### config.mk
export PLATFORM = sky130hd
export DESIGN_NAME = program_loader
export DESIGN_NICKNAME = d
export VERILOG_FILES = /design/src/rtl/program_loader.sv
export SDC_FILE = /design/constraint.sdc
export NUM_CORES = 1
export LEC_CHECK = 0
export BUFFER_PORTS_ARGS = -buffer_cell sky130_fd_sc_hd__buf_2
export CORE_AREA = 2 2 76 78
export CTS_BUF_LIST = sky130_fd_sc_hd__clkbuf_16
export CTS_CLUSTER_SIZE = 12
export DETAILED_ROUTE_END_ITERATION = 10
export DIE_AREA = 0 0 78 80
export GPL_TIMING_DRIVEN = 0
export PLACE_DENSITY = 0.75
export SYNTH_ARGS = -nofsm -noshare
export SYNTH_HDL_FRONTEND = slang
export SYNTH_SLANG_ARGS = --single-unit
### constraint.sdc
create_clock -name i_clock -period 2.15 [get_ports i_clock]
set_input_delay 0.1075 -clock i_clock [delete_from_list [all_inputs] [get_ports i_clock]]
set_output_delay 0.1075 -clock i_clock [all_outputs]
set_load 0.005 [all_outputs]
### src/rtl/program_loader.sv
// Byte-stream program loader: assembles 16-bit words (high byte first) and writes them to
// program memory from address 0. Optional checksum byte check enabled by LOADER_CHECKSUM_EN.
module program_loader #(
    parameter int NB_INSTRUCTION = 16,
    parameter int NB_ADDR        = 11,
    parameter int NB_OPCODE      = 5,
    parameter int NB_BYTE        = 8,
    parameter logic [NB_OPCODE-1:0] HALT_OPCODE = 5'b00000
) (
    input  logic                      i_clock,
    input  logic                      i_reset,
    input  logic [NB_BYTE-1:0]        i_rx_data,
    input  logic                      i_rx_valid,
    input  logic                      i_restart,
    output logic                      o_wr_enb_rom,
    output logic [NB_ADDR-1:0]        o_wr_addr,
    output logic [NB_INSTRUCTION-1:0] o_wr_data,
    output logic                      o_cpu_reset,
    output logic                      o_done,
    output logic [NB_ADDR:0]          o_word_count,
    output logic                      o_error
);

    localparam logic [2:0] WAIT_HI = 3'd0;
    localparam logic [2:0] WAIT_LO = 3'd1;
    localparam logic [2:0] WRITE   = 3'd2;
    localparam logic [2:0] DONE    = 3'd3;
`ifdef LOADER_CHECKSUM_EN
    localparam logic [2:0] CHECK   = 3'd4;
`endif

    localparam logic [NB_ADDR-1:0] LAST_ADDR = '1;
    localparam logic [NB_ADDR-1:0] ADDR_STEP = 1;
    localparam logic [NB_ADDR:0]   WORD_STEP = 1;

    logic [2:0]         state;
    logic [NB_BYTE-1:0] hi;
    logic [NB_ADDR-1:0] addr;
    logic               last_word;

    // The word being written this cycle sits in o_wr_data, so it decides termination.
    assign last_word = (o_wr_data[NB_INSTRUCTION-1 -: NB_OPCODE] == HALT_OPCODE)
                    || (addr == LAST_ADDR);

`ifdef LOADER_CHECKSUM_EN
    logic [NB_BYTE-1:0] checksum;
    logic               accept;

    assign accept = i_rx_valid && ((state == WAIT_HI) || (state == WAIT_LO)
                                || ((state == WRITE) && !last_word));

    always_ff @(posedge i_clock) begin
        if (i_reset || i_restart) begin
            checksum <= '0;
            o_error  <= 1'b0;
        end else begin
            if (accept)
                checksum <= checksum ^ i_rx_data;
            if ((state == CHECK) && i_rx_valid && (i_rx_data != checksum))
                o_error <= 1'b1;
        end
    end
`else
    assign o_error = 1'b0;
`endif

    // NOTE: all state below is sequential, so every assignment is non-blocking; the
    // default write-enable clear at the top makes the enable a single-cycle pulse.
    always_ff @(posedge i_clock) begin
        if (i_reset) begin
            state        <= WAIT_HI;
            hi           <= '0;
            addr         <= '0;
            o_wr_enb_rom <= 1'b0;
            o_wr_addr    <= '0;
            o_wr_data    <= '0;
            o_cpu_reset  <= 1'b1;
            o_done       <= 1'b0;
            o_word_count <= '0;
        end else begin
            o_wr_enb_rom <= 1'b0;
            if (i_restart) begin
                state        <= WAIT_HI;
                addr         <= '0;
                o_word_count <= '0;
                o_cpu_reset  <= 1'b1;
                o_done       <= 1'b0;
            end else begin
                case (state)
                    WAIT_HI: begin
                        if (i_rx_valid) begin
                            hi    <= i_rx_data;
                            state <= WAIT_LO;
                        end
                    end
                    WAIT_LO: begin
                        if (i_rx_valid) begin
                            o_wr_enb_rom <= 1'b1;
                            o_wr_addr    <= addr;
                            o_wr_data    <= {hi, i_rx_data};
                            state        <= WRITE;
                        end
                    end
                    WRITE: begin
                        o_word_count <= o_word_count + WORD_STEP;
                        if (last_word) begin
`ifdef LOADER_CHECKSUM_EN
                            state       <= CHECK;
`else
                            state       <= DONE;
                            o_done      <= 1'b1;
                            o_cpu_reset <= 1'b0;
`endif
                        end else begin
                            addr <= addr + ADDR_STEP;
                            // A byte arriving here already belongs to the next word.
                            if (i_rx_valid) begin
                                hi    <= i_rx_data;
                                state <= WAIT_LO;
                            end else begin
                                state <= WAIT_HI;
                            end
                        end
                    end
`ifdef LOADER_CHECKSUM_EN
                    CHECK: begin
                        if (i_rx_valid) begin
                            state       <= DONE;
                            o_done      <= 1'b1;
                            o_cpu_reset <= (i_rx_data != checksum);
                        end
                    end
`endif
                    DONE: begin
                        state <= DONE;
                    end
                    default: begin
                        state <= WAIT_HI;
                    end
                endcase
            end
        end
    end

endmodule

==> results.rst <==
.. list-table::
   :header-rows: 1

   * - Metric
     - Value
   * - Most frequently used flop master after synthesis
     - sky130_fd_sc_hd__dfxtp_1
   * - Status
     - finished clean
   * - Post-Route Setup TNS
     - 0 ns
   * - Count of hold-fix buffers inserted at cts
     - 0
   * - Ant diodes
     - 0
   * - Flop-to-flop setup slack
     - approximately 0.35 ns
   * - Number of global-route vias before repair
     - between 2000 and 2500
   * - Layout cell share with drive strength beyond 1
     - 0.210
   * - Worst reg2reg endpoint
     - o_wr_addr[10]$_SDFFE_PP0P_
   * - Residual overflow from global routing
     - 0
   * - Count of instances resized after the clock tree is built
     - 0
   * - Arrival time of data at the critical path endpoint
     - slightly below 2 ns
   * - Met1 usage in global routing
     - 0.234
   * - Number of buffers added for setup after CTS
     - 0
   * - Synth async-reset ratio
     - 0
   * - Portion of the clock cycle consumed by the worst path in the final layout
     - 0.835
   * - Finished Core Util
     - 0.596
   * - HPWL Detailed
     - 4.05 mm
   * - Most frequent cells in the layout
     - sky130_fd_sc_hd__nand2_1, sky130_fd_sc_hd__dfxtp_1, sky130_fd_sc_hd__buf_2
   * - Critical R2R Launch
     - state[0]$_SDFFE_PP0P_
   * - Post-Syn Area
     - between 0.002 and 0.003 sq mm
   * - Number of rows in the core area
     - 27
   * - Crit path required time
     - 2.34 ns
   * - Slew Limit Fails
     - 0
   * - CTS clock-pin slew for the worst setup and hold paths
     - around 0.050 ns
   * - Latest clock arrival within the worst-skew pair
     - 0.32 ns
   * - Worst Setup SP
     - state[0]$_SDFFE_PP0P_
   * - Die area
     - about 0.0062 sq mm
   * - Drt first pass iters
     - 5
   * - Met2 routing resource usage after global routing
     - 0.343
   * - H-tree Lvls
     - 3
   * - Clk buf depth
     - 2
   * - Peak supply drop
     - 0.000667 V
   * - DR vias
     - around 2300
   * - First-pass GRT wire length
     - 9.83 mm
   * - Detail-routed net length per standard cell
     - approximately 13 um
   * - Port buffer count
     - 53
   * - DRT antenna net count
     - 0
   * - GR Util All Layers
     - 0.200
   * - Type of the tightest min-delay check
     - in2reg
   * - RSZ-0062 raised after global routing
     - no
   * - Crit. End Element
     - register
   * - DRC violations left
     - 0
   * - Most frequent standard cell in the layout excluding fill and tap cells
     - sky130_fd_sc_hd__nand2_1
   * - Number of sinks on the clock net
     - 63
   * - Count of flip-flops with a built-in enable after synthesis
     - 0
   * - Start-to-end type of the worst setup path
     - reg2reg
   * - Placeable core region
     - 0.00541 sq mm
   * - Net count after synthesis
     - 318
   * - First-iteration detailed-routing DRC count
     - 108
   * - Number of distinct library cell variants in the gate-level netlist after synthesis
     - 40
   * - R2r worst-path depth
     - 6
   * - Total number of nets in the final design
     - 382
   * - Gate count after technology mapping
     - 304
   * - Worst setup slack after placement
     - 0.368 ns
   * - Met3 Track Usage GR
     - 0.0713
   * - Total of endpoints with negative setup slack in the final report
     - 0
   * - Hold Startpoint
     - i_rx_data[6]
   * - Number of placed cells counting well taps
     - 429
   * - Maximum net fanout on the critical path
     - 10
   * - Smallest setup slack after layout
     - 0.354 ns
   * - Starting density of the core
     - 0.484
   * - Height of the chip
     - around 80 um
   * - Global placement routability congestion
     - 0.835
   * - Mean number of vias per cell
     - around 5.2
   * - # IOs
     - 55
   * - Final critical path time including I/O delays and setup
     - 1.80 ns
   * - Total power consumption of the routed design
     - 2.49 mW
   * - Layout Skew
     - approximately 0.0070 ns
   * - Kind of start point of the critical path
     - register
   * - GRT Max-Usage Layer
     - met2
   * - Final wirelength
     - just under 6 mm
   * - Least-Margin Pin Slew
     - 0.646 ns
   * - Capturing element of the worst setup path
     - o_wr_addr[10]$_SDFFE_PP0P_
   * - Number of max-cap violations
     - 0
   * - Fmax achieved
     - 557 MHz
   * - Number of antenna violations at the first check in global routing
     - 0
   * - Synth Area per Inst
     - 8.61 sq um
   * - Root buffer cell
     - sky130_fd_sc_hd__clkbuf_16
   * - Die Width
     - 78 um
   * - Syn. warnings
     - 0
   * - Area added between synthesis and finish
     - 23.0%
   * - Standby leakage power
     - 1.27 nW
   * - Pin count of the biggest net entering global routing
     - 11
   * - Flop and latch count out of synthesis
     - 63
   * - TritonCTS clock tree
     - done
   * - Number of hold violations in the final report
     - 0
   * - Power density over cell area
     - 774 mW/mm^2
   * - TritonCTS Buffers
     - 9
   * - Non-filler cells in the finished layout
     - between 400 and 500
   * - Sequential element share of the synthesized area
     - 0.482
   * - Worst-case headroom to the max-slew limit
     - 0.568
cell families (layout without fill, tap and decap cells):
group,count (synthesis),count (layout),share of synthesized area
xor+xnor,8,8,0.0268
flops,63,63,0.482
fa+ha+maj,2,2,0.00956
compound gates,58,58,0.130
simple gates,140,140,0.267
other cells,1,1,0.00143
buf+inv,20,88,0.0382
mux,12,12,0.0459
stage by stage:
stage	hold WS, ns	instance area, sq um
after detailed placement	0.371	2970
final	0.0318	3220
after global placement	0.365	2970
after CTS	0.0333	3220
after floorplan	0.243	2620
after global routing	0.0357	3220
where the power goes:
group          switching, mW  internal, mW
Clock                  0.459         0.745
Sequential           0.00842          1.18
Combinational         0.0571        0.0383
state kept, by name (all words and copies together), names as in the netlist:
signal	flops
o_wr_data	16
o_word_count	12
addr	11
o_wr_addr	11
hi	8
state	2
o_cpu_reset	1
o_done	1
o_wr_enb_rom	1
routing by layer:
layer | vias up | wire (um)
met5 | - | 0
met4 | 0 | 63
met3 | 5 | 305
met2 | 50 | 2750
li1 | 1178 | -
met1 | 1096 | 2660
synthesized netlist by cell type, drive strengths merged, types with 2 or more instances:
master   n  area, sq um
xor2     7         61.3
o21a     5         37.5
and3     3         18.8
and4     2         17.5
or3      5         32.5
ha       2         25.0
nand2   67          251
nand4    4         25.0
or2      2         12.5
dfxtp   63         1260
o21ai    6         33.8
a21oi   37          185
and4b    2         22.5
nand2b  16          100
clkbuf  12         46.3
buf      6         46.3
or4      7         56.3
inv      2         7.51
o31ai    6         45.0
nor4     3         18.8
mux2i   12          120
nor2    14         52.6
nor3     4         30.0
nand3    9         45.0
critical path, stage by stage, from the launching register on:
cell and delay, ns:
sky130_fd_sc_hd__dfxtp_1 0.43, sky130_fd_sc_hd__nand2_1 0.15, sky130_fd_sc_hd__or3_1 0.32, sky130_fd_sc_hd__clkbuf_1 0.25
sky130_fd_sc_hd__clkbuf_1 0.30, sky130_fd_sc_hd__nand2_1 0.13, sky130_fd_sc_hd__a21oi_1 0.07
area by class of cell:
cell class	count	area [sq um]
Buffer	18	92.6
Clock buffer	9	225
Sequential cell	63	1260
Timing Repair Buffer	53	265
Fill cell	491	2180
Multi-Input combinational cell	221	1260
Clock inverter	6	22.5
Tap cell	72	90.1
Inverter	2	7.51
worst min-delay path by stage:
stage	to	cells after the start
floorplan	o_wr_data[0]$_SDFFE_PP0P_	2
global placement	o_wr_data[5]$_SDFFE_PP0P_	3
detailed placement	o_wr_data[6]$_SDFFE_PP0P_	3
CTS	o_wr_data[6]$_SDFFE_PP0P_	3
global route	o_wr_data[3]$_SDFFE_PP0P_	3
finish	o_wr_data[6]$_SDFFE_PP0P_	3
No activity file was read; power rests on OpenSTA's default activity.
